<file path="src/rtl/key_store_pkg.sv">
// Shared constants and types for the key-storage memory and its fetch/check initiator.
// Both ends import the default key slot and key value so they cannot drift apart.
package key_store_pkg;
  localparam int KEY_WORD_W = 32;
  localparam int ADDR_W     = 32;

  localparam logic [ADDR_W-1:0]     DEF_KEY_ADDR     = 32'h0000_0000;
  localparam int                    DEF_NUM_WORDS    = 4;
  localparam logic [KEY_WORD_W-1:0] DEF_EXPECTED_KEY = 32'h1035_9987;

  typedef enum logic [1:0] {
    S_IDLE,
    S_ISSUE,
    S_DRAIN,
    S_DONE
  } kf_state_e;
endpackage

</file>
<file path="src/rtl/key_fetch_addr_gen.sv">
// Issue counter and registered read address for the key block walk.
// 'last' is high while the final address of the block is on the bus.
module key_fetch_addr_gen
  import key_store_pkg::*;
#(
  parameter logic [ADDR_W-1:0] KEY_ADDR  = DEF_KEY_ADDR,
  parameter int                NUM_WORDS = DEF_NUM_WORDS,
  localparam int               CNT_W     = $clog2(NUM_WORDS + 1)
) (
  input  logic              clk,
  input  logic              reset,
  input  logic              load,
  input  logic              adv,
  output logic [ADDR_W-1:0] address,
  output logic              last
);
  logic [CNT_W-1:0] cnt;

  assign last = (cnt == CNT_W'(NUM_WORDS - 1));

  // Address holds on the final word; wrap past the top of memory is plain modulo arithmetic.
  always_ff @(posedge clk) begin
    if (reset || load) begin
      cnt     <= '0;
      address <= KEY_ADDR;
    end else if (adv && !last) begin
      cnt     <= cnt + CNT_W'(1);
      address <= address + ADDR_W'(4);
    end
  end
endmodule

</file>
<file path="config.mk">
export PLATFORM = sky130hd
export DESIGN_NAME = key_fetch_addr_gen
export DESIGN_NICKNAME = d
export VERILOG_FILES = /design/src/rtl/key_store_pkg.sv /design/src/rtl/key_fetch_addr_gen.sv
export SDC_FILE = /design/constraint.sdc
export NUM_CORES = 1
export LEC_CHECK = 0
export BUFFER_PORTS_ARGS = -buffer_cell sky130_fd_sc_hd__buf_2
export CAP_MARGIN = 10
export CORE_MARGIN = 8
export CORE_UTILIZATION = 53
export CTS_CLUSTER_SIZE = 10
export DETAILED_ROUTE_END_ITERATION = 16
export PLACE_DENSITY = 0.79
export SYNTH_ARGS = -nofsm -noshare
export SYNTH_HDL_FRONTEND = slang
export SYNTH_SLANG_ARGS = --single-unit
</file>
<file path="constraint.sdc">
create_clock -name clk -period 2.95 [get_ports clk]
set_clock_uncertainty 0.05 [all_clocks]
set_input_delay 0.4425 -clock clk [delete_from_list [all_inputs] [get_ports clk]]
set_output_delay 0.4425 -clock clk [all_outputs]
set_load 0.005 [all_outputs]
</file>
Word-level counts from Yosys, hierarchy flattened. Index checks and enable logic that the tools add are counted.

Flip-flop bits (word level): 35. Latch bits: 0. Memory bits (writable): 0. Bits in read-only memories: 0. Bits of input ports: 4. Output and inout bits: 33. Word-level logic and storage cells: 8. Memories kept: 0.

Add/sub/neg operators: 2. $mul: 0. Div/mod/pow operators: 0. Order comparisons: 0. Eq/ne operators: 1. Shifts and indexed selects: 0. Muxes and demuxes: 0. Bitwise operators: 0. Reduce and logical (&&, ||, !) cells: 3.

Operators by type and width (count): $add A32 B3 Y32 const B (1); $add A3 B1 Y3 const B (1); $eq A3 B2 Y1 const B (1); $logic_and A1 B1 Y1 (1); $logic_not A1 Y1 (1); $logic_or A1 B1 Y1 (1).

Logic depth before layout (Yosys ltp).
Depth in word-level cells: 3. Depth in mapped cells: 7. Mapped depth without buffers: 6.

Worst setup path after synthesis. Ideal clock, no wire load.

Path kind: flip-flop to flip-flop. Start point: reg cnt[0]. End point: reg address[27]. Setup time: 0.070 ns. Arrival: 2.079 ns. Required time: 2.830 ns. Slack: 0.751 ns. Cell stages (with the launch flop): 7. Buffers on the path: 0. Period minus slack after synthesis: 2.199 ns. Cell sequence: dfxtp_1 ha_1 ha_1 nand4b_1 or4_4 or4_1 a21oi_1.

Longest elaborated chain between the ends: 3.

RTL lines: start: declaration (RTL line key_fetch_addr_gen.sv:17) `logic [CNT_W-1:0] cnt;`; start signal: assignment (RTL line key_fetch_addr_gen.sv:27) `cnt <= cnt + CNT_W'(1);`; $eq A3 B2 Y1 (RTL line key_fetch_addr_gen.sv:19) `assign last = (cnt == CNT_W'(NUM_WORDS - 1));`; named net last (RTL line key_fetch_addr_gen.sv:15) `output logic last`; $logic_not A1 Y1 (RTL line key_fetch_addr_gen.sv:26) `end else if (adv && !last) begin`; $logic_and A1 B1 Y1 (RTL line key_fetch_addr_gen.sv:26); end signal: assignment (RTL line key_fetch_addr_gen.sv:28) `address <= address + ADDR_W'(4);`; end: declaration (RTL line key_fetch_addr_gen.sv:14) `output logic [ADDR_W-1:0] address,`.

The timed path passes the listed nets, and every way through them passes these cells. A chain may end at the register's enable or synchronous reset.

Worst setup path after layout.
Start point: reg cnt[0]. End point: reg address[27].

Longest elaborated chain between the ends: 3.

RTL lines (RTL line): $eq A3 B2 Y1 (key_fetch_addr_gen.sv:19); $logic_not A1 Y1 (key_fetch_addr_gen.sv:26); $logic_and A1 B1 Y1 (key_fetch_addr_gen.sv:26).

Every way passes these cells.

==> impl_results.md <==
* Status: finished, final reports clean
* Final Hold Vio Count at 0
* Largest net degree at the start of global routing at 29
* Critical path class: flip-flop to flip-flop
* Port buffer count at 34
* DIE WIDTH at 70.9 um
* Final Max Tran Viols at 0
* RSZ-0062 raised after global routing: no
* Reg clk slew, reported paths at 0.10 ns
* Minimum clock period at 2.37 ns
* Seq/Total Area, Yosys at 0.414
* FP Rows at 20
* Area growth, synth to finish at 17.4%
* Part of the power in registers at 0.536
* Startpoint Class: flip-flop
* RePlAce Congestion at 0.829
* Nets at 230
* Post-DP HPWL at 2720 um
* First-pass DRT Iterations at 4
* Layout cells sized above 1 at 0.214
* Library cells used by synthesis at 34
* #FFs+latches synth at 33
* CTS buffer count at 5
* Starting Density at 0.540
* Placed instance area at 1780 um^2
* Max FO, Critical Path at 7
* PostCTS Resize Cnt at 0
* Area of the core at 2950 um^2
* Avg Inst Size Synth at 8.53 um^2
* Clk pwr share at 0.433
* Ports at 37
* CTS tree: built
* Crit Reg-Reg Startpoint: cnt[0]
* Hold Path Class: input port to flip-flop
* Relative slew slack at 0.611
* Crit path DAT at 2.60 ns
* Clock tree sinks at 33
* Grt total ovfl at 0
* Largest cells by area after synthesis: dfxtp_1 41%, nor2_1 4.7%, or3_1 4.7%
* TNS Setup at 0 ns
* Worst hold start: reset
* PwrDens at 448 nW/um^2
* WL per Instance at 14.2 um
* Mapped Cells at 187
* Vias in the first global route at 1374
* Vias per cell at 5.67
* First-pass GRT wire length at 6260 um
* DR iter-0 viols at 102
* Internal power at 0.658 mW
* Clock root cell: clkbuf_4
* Initial antenna violation count at 0
* Peak supply drop at 0.000289 V
* Total wire length at 3640 um
* DRC at 0
* Static leakage at 0.732 nW
* Die area at 5020 um^2
* WHS at 0.357 ns
* Clock latency on the worst-skew pair at 0.35 ns
* Largest area contributor in the netlist: dfxtp_1
* CP startpoint: cnt[0]
* Filler cells at 269
* Via count at 1456
* Switching pwr at 0.181 mW
* H-tree levels at 2
* Die height at 70.9 um
* Switching Fraction at 0.216
* Post-CTS Setup Inserts at 0
* Total track usage at 0.154
* CP endpoint kind: flip-flop
* Peak Freq at 421 MHz
* Post-synth top area share at 0.414
* Max-Cap Viols at 0
* Clk buf depth at 2
* CP required at 3.18 ns
* Setup violators final at 0
* Synth warn at 0
* Worst-Margin Slew at 0.579 ns
* Logic pwr share at 0.031
* Period utilization at 0.805
* CTS Hold Bufs at 0
* Finished Core Util at 0.634
* Antenna fix cells at 0
* Synthesized cell area at 1600 um^2
* Cell area after layout at 1870 um^2
* Post-route ant nets at 0
kinds of logic after synthesis:
group,share of synthesized area
adder cells (fa/ha/maj),0.0235
AO/OA/AOI/OAI,0.0831
AND/OR/NAND/NOR,0.326
buffers and inverters,0.0353
multiplexers,0.0439
other,0.00235
XOR/XNOR,0.0714
flip-flops,0.414
routing by layer:
layer | track usage | part of all wire | vias to the layer above
met4 | 0.0901 | 0.030 | 0
met3 | 0.0565 | 0.052 | 12
met2 | 0.255 | 0.47 | 25
met1 | 0.164 | 0.45 | 663
li1 | - | - | 756
met5 | 0 | 0 | -
stage by stage:
step           power (mW)  worst slack, ns  std cells
6_report            0.840            0.575        257
3_3_place_gp        0.486            0.666        249
5_1_grt             0.870            0.411        257
3_5_place_dp        0.486            0.606        249
4_1_cts             0.844            0.563        257
2_1_floorplan       0.480            0.751        188
path summary, 6_finish.rpt:
check,endpoint,slack [ns],depth (start not counted)
min reg2reg,address[29],0.43,2
max,address[27],0.58,6
min,address[20],0.36,3
max reg2reg,address[27],0.58,6
power by group through the flow:
stage | sequential (mW) | clock, mW | combinational (mW)
global placement | 0.460 | 0 | 0.0257
floorplan | 0.460 | 0 | 0.0202
detailed placement | 0.460 | 0 | 0.0256
CTS | 0.450 | 0.369 | 0.0257
finish | 0.450 | 0.364 | 0.0256
global route | 0.451 | 0.390 | 0.0289
layout make-up:
type	count	area, um^2	share of cell area
clock buffer	6	51.3	0.0274
inverter	6	22.5	0.0120
sequential	33	661	0.353
tap	33	41.3	0.0220
multi-input combinational	142	882	0.471
timing repair buffer	35	178	0.0949
clock inverter	2	37.5	0.0200
synth_stat cells:
master    instances
a21oi_1          10
nor3_1            4
xnor2_1           8
a211oi_1          1
nand3_2           1
ha_1              3
nand3b_1          1
nor2b_1           1
buf_4             2
nand4b_1          1
and3_1            1
o311ai_0          2
or4_4             1
nor4_1            6
o31ai_1           4
or3_1            12
o21ai_0           4
nand4_1          11
xor2_1            5
and4b_1           1
or4_1             6
nand3_1           9
clkbuf_1          4
mux2i_1           7
inv_1             6
dfxtp_1          33
conb_1            1
nor2_1           20
a21o_1            1
buf_1             1
or2_2             2
nand2_1          16
and4_1            1
nand4_2           1
registers in the layout, summed over array words and instances, names as in the netlist:
register  cells
cnt           3
address      30
worst max-delay path, cell delays in order (launching register included):
cell and delay, ns:
dfxtp_1 0.34, ha_1 0.19, ha_1 0.22, nand4b_1 0.32
or4_4 0.52, or4_1 0.51, a21oi_1 0.15
cells in the final DEF (no fill, tap or decap), types with 3 or more instances in the layout:
| cell | n |
|---|---|
| buf_2 | 34 |
| dfxtp_1 | 33 |
| nor2_1 | 20 |
| nand2_1 | 16 |
| or3_1 | 12 |
| nand4_1 | 11 |
| a21oi_1 | 10 |
| nand3_1 | 9 |
| xnor2_1 | 8 |
| mux2i_1 | 7 |
| inv_1 | 6 |
| or4_1 | 6 |
| nor4_1 | 6 |
| xor2_1 | 5 |
| clkbuf_4 | 5 |
| nor3_1 | 4 |
| o31ai_1 | 4 |
| o21ai_0 | 4 |
| ha_1 | 3 |
Note: power is estimated with default switching activity, not from simulation.
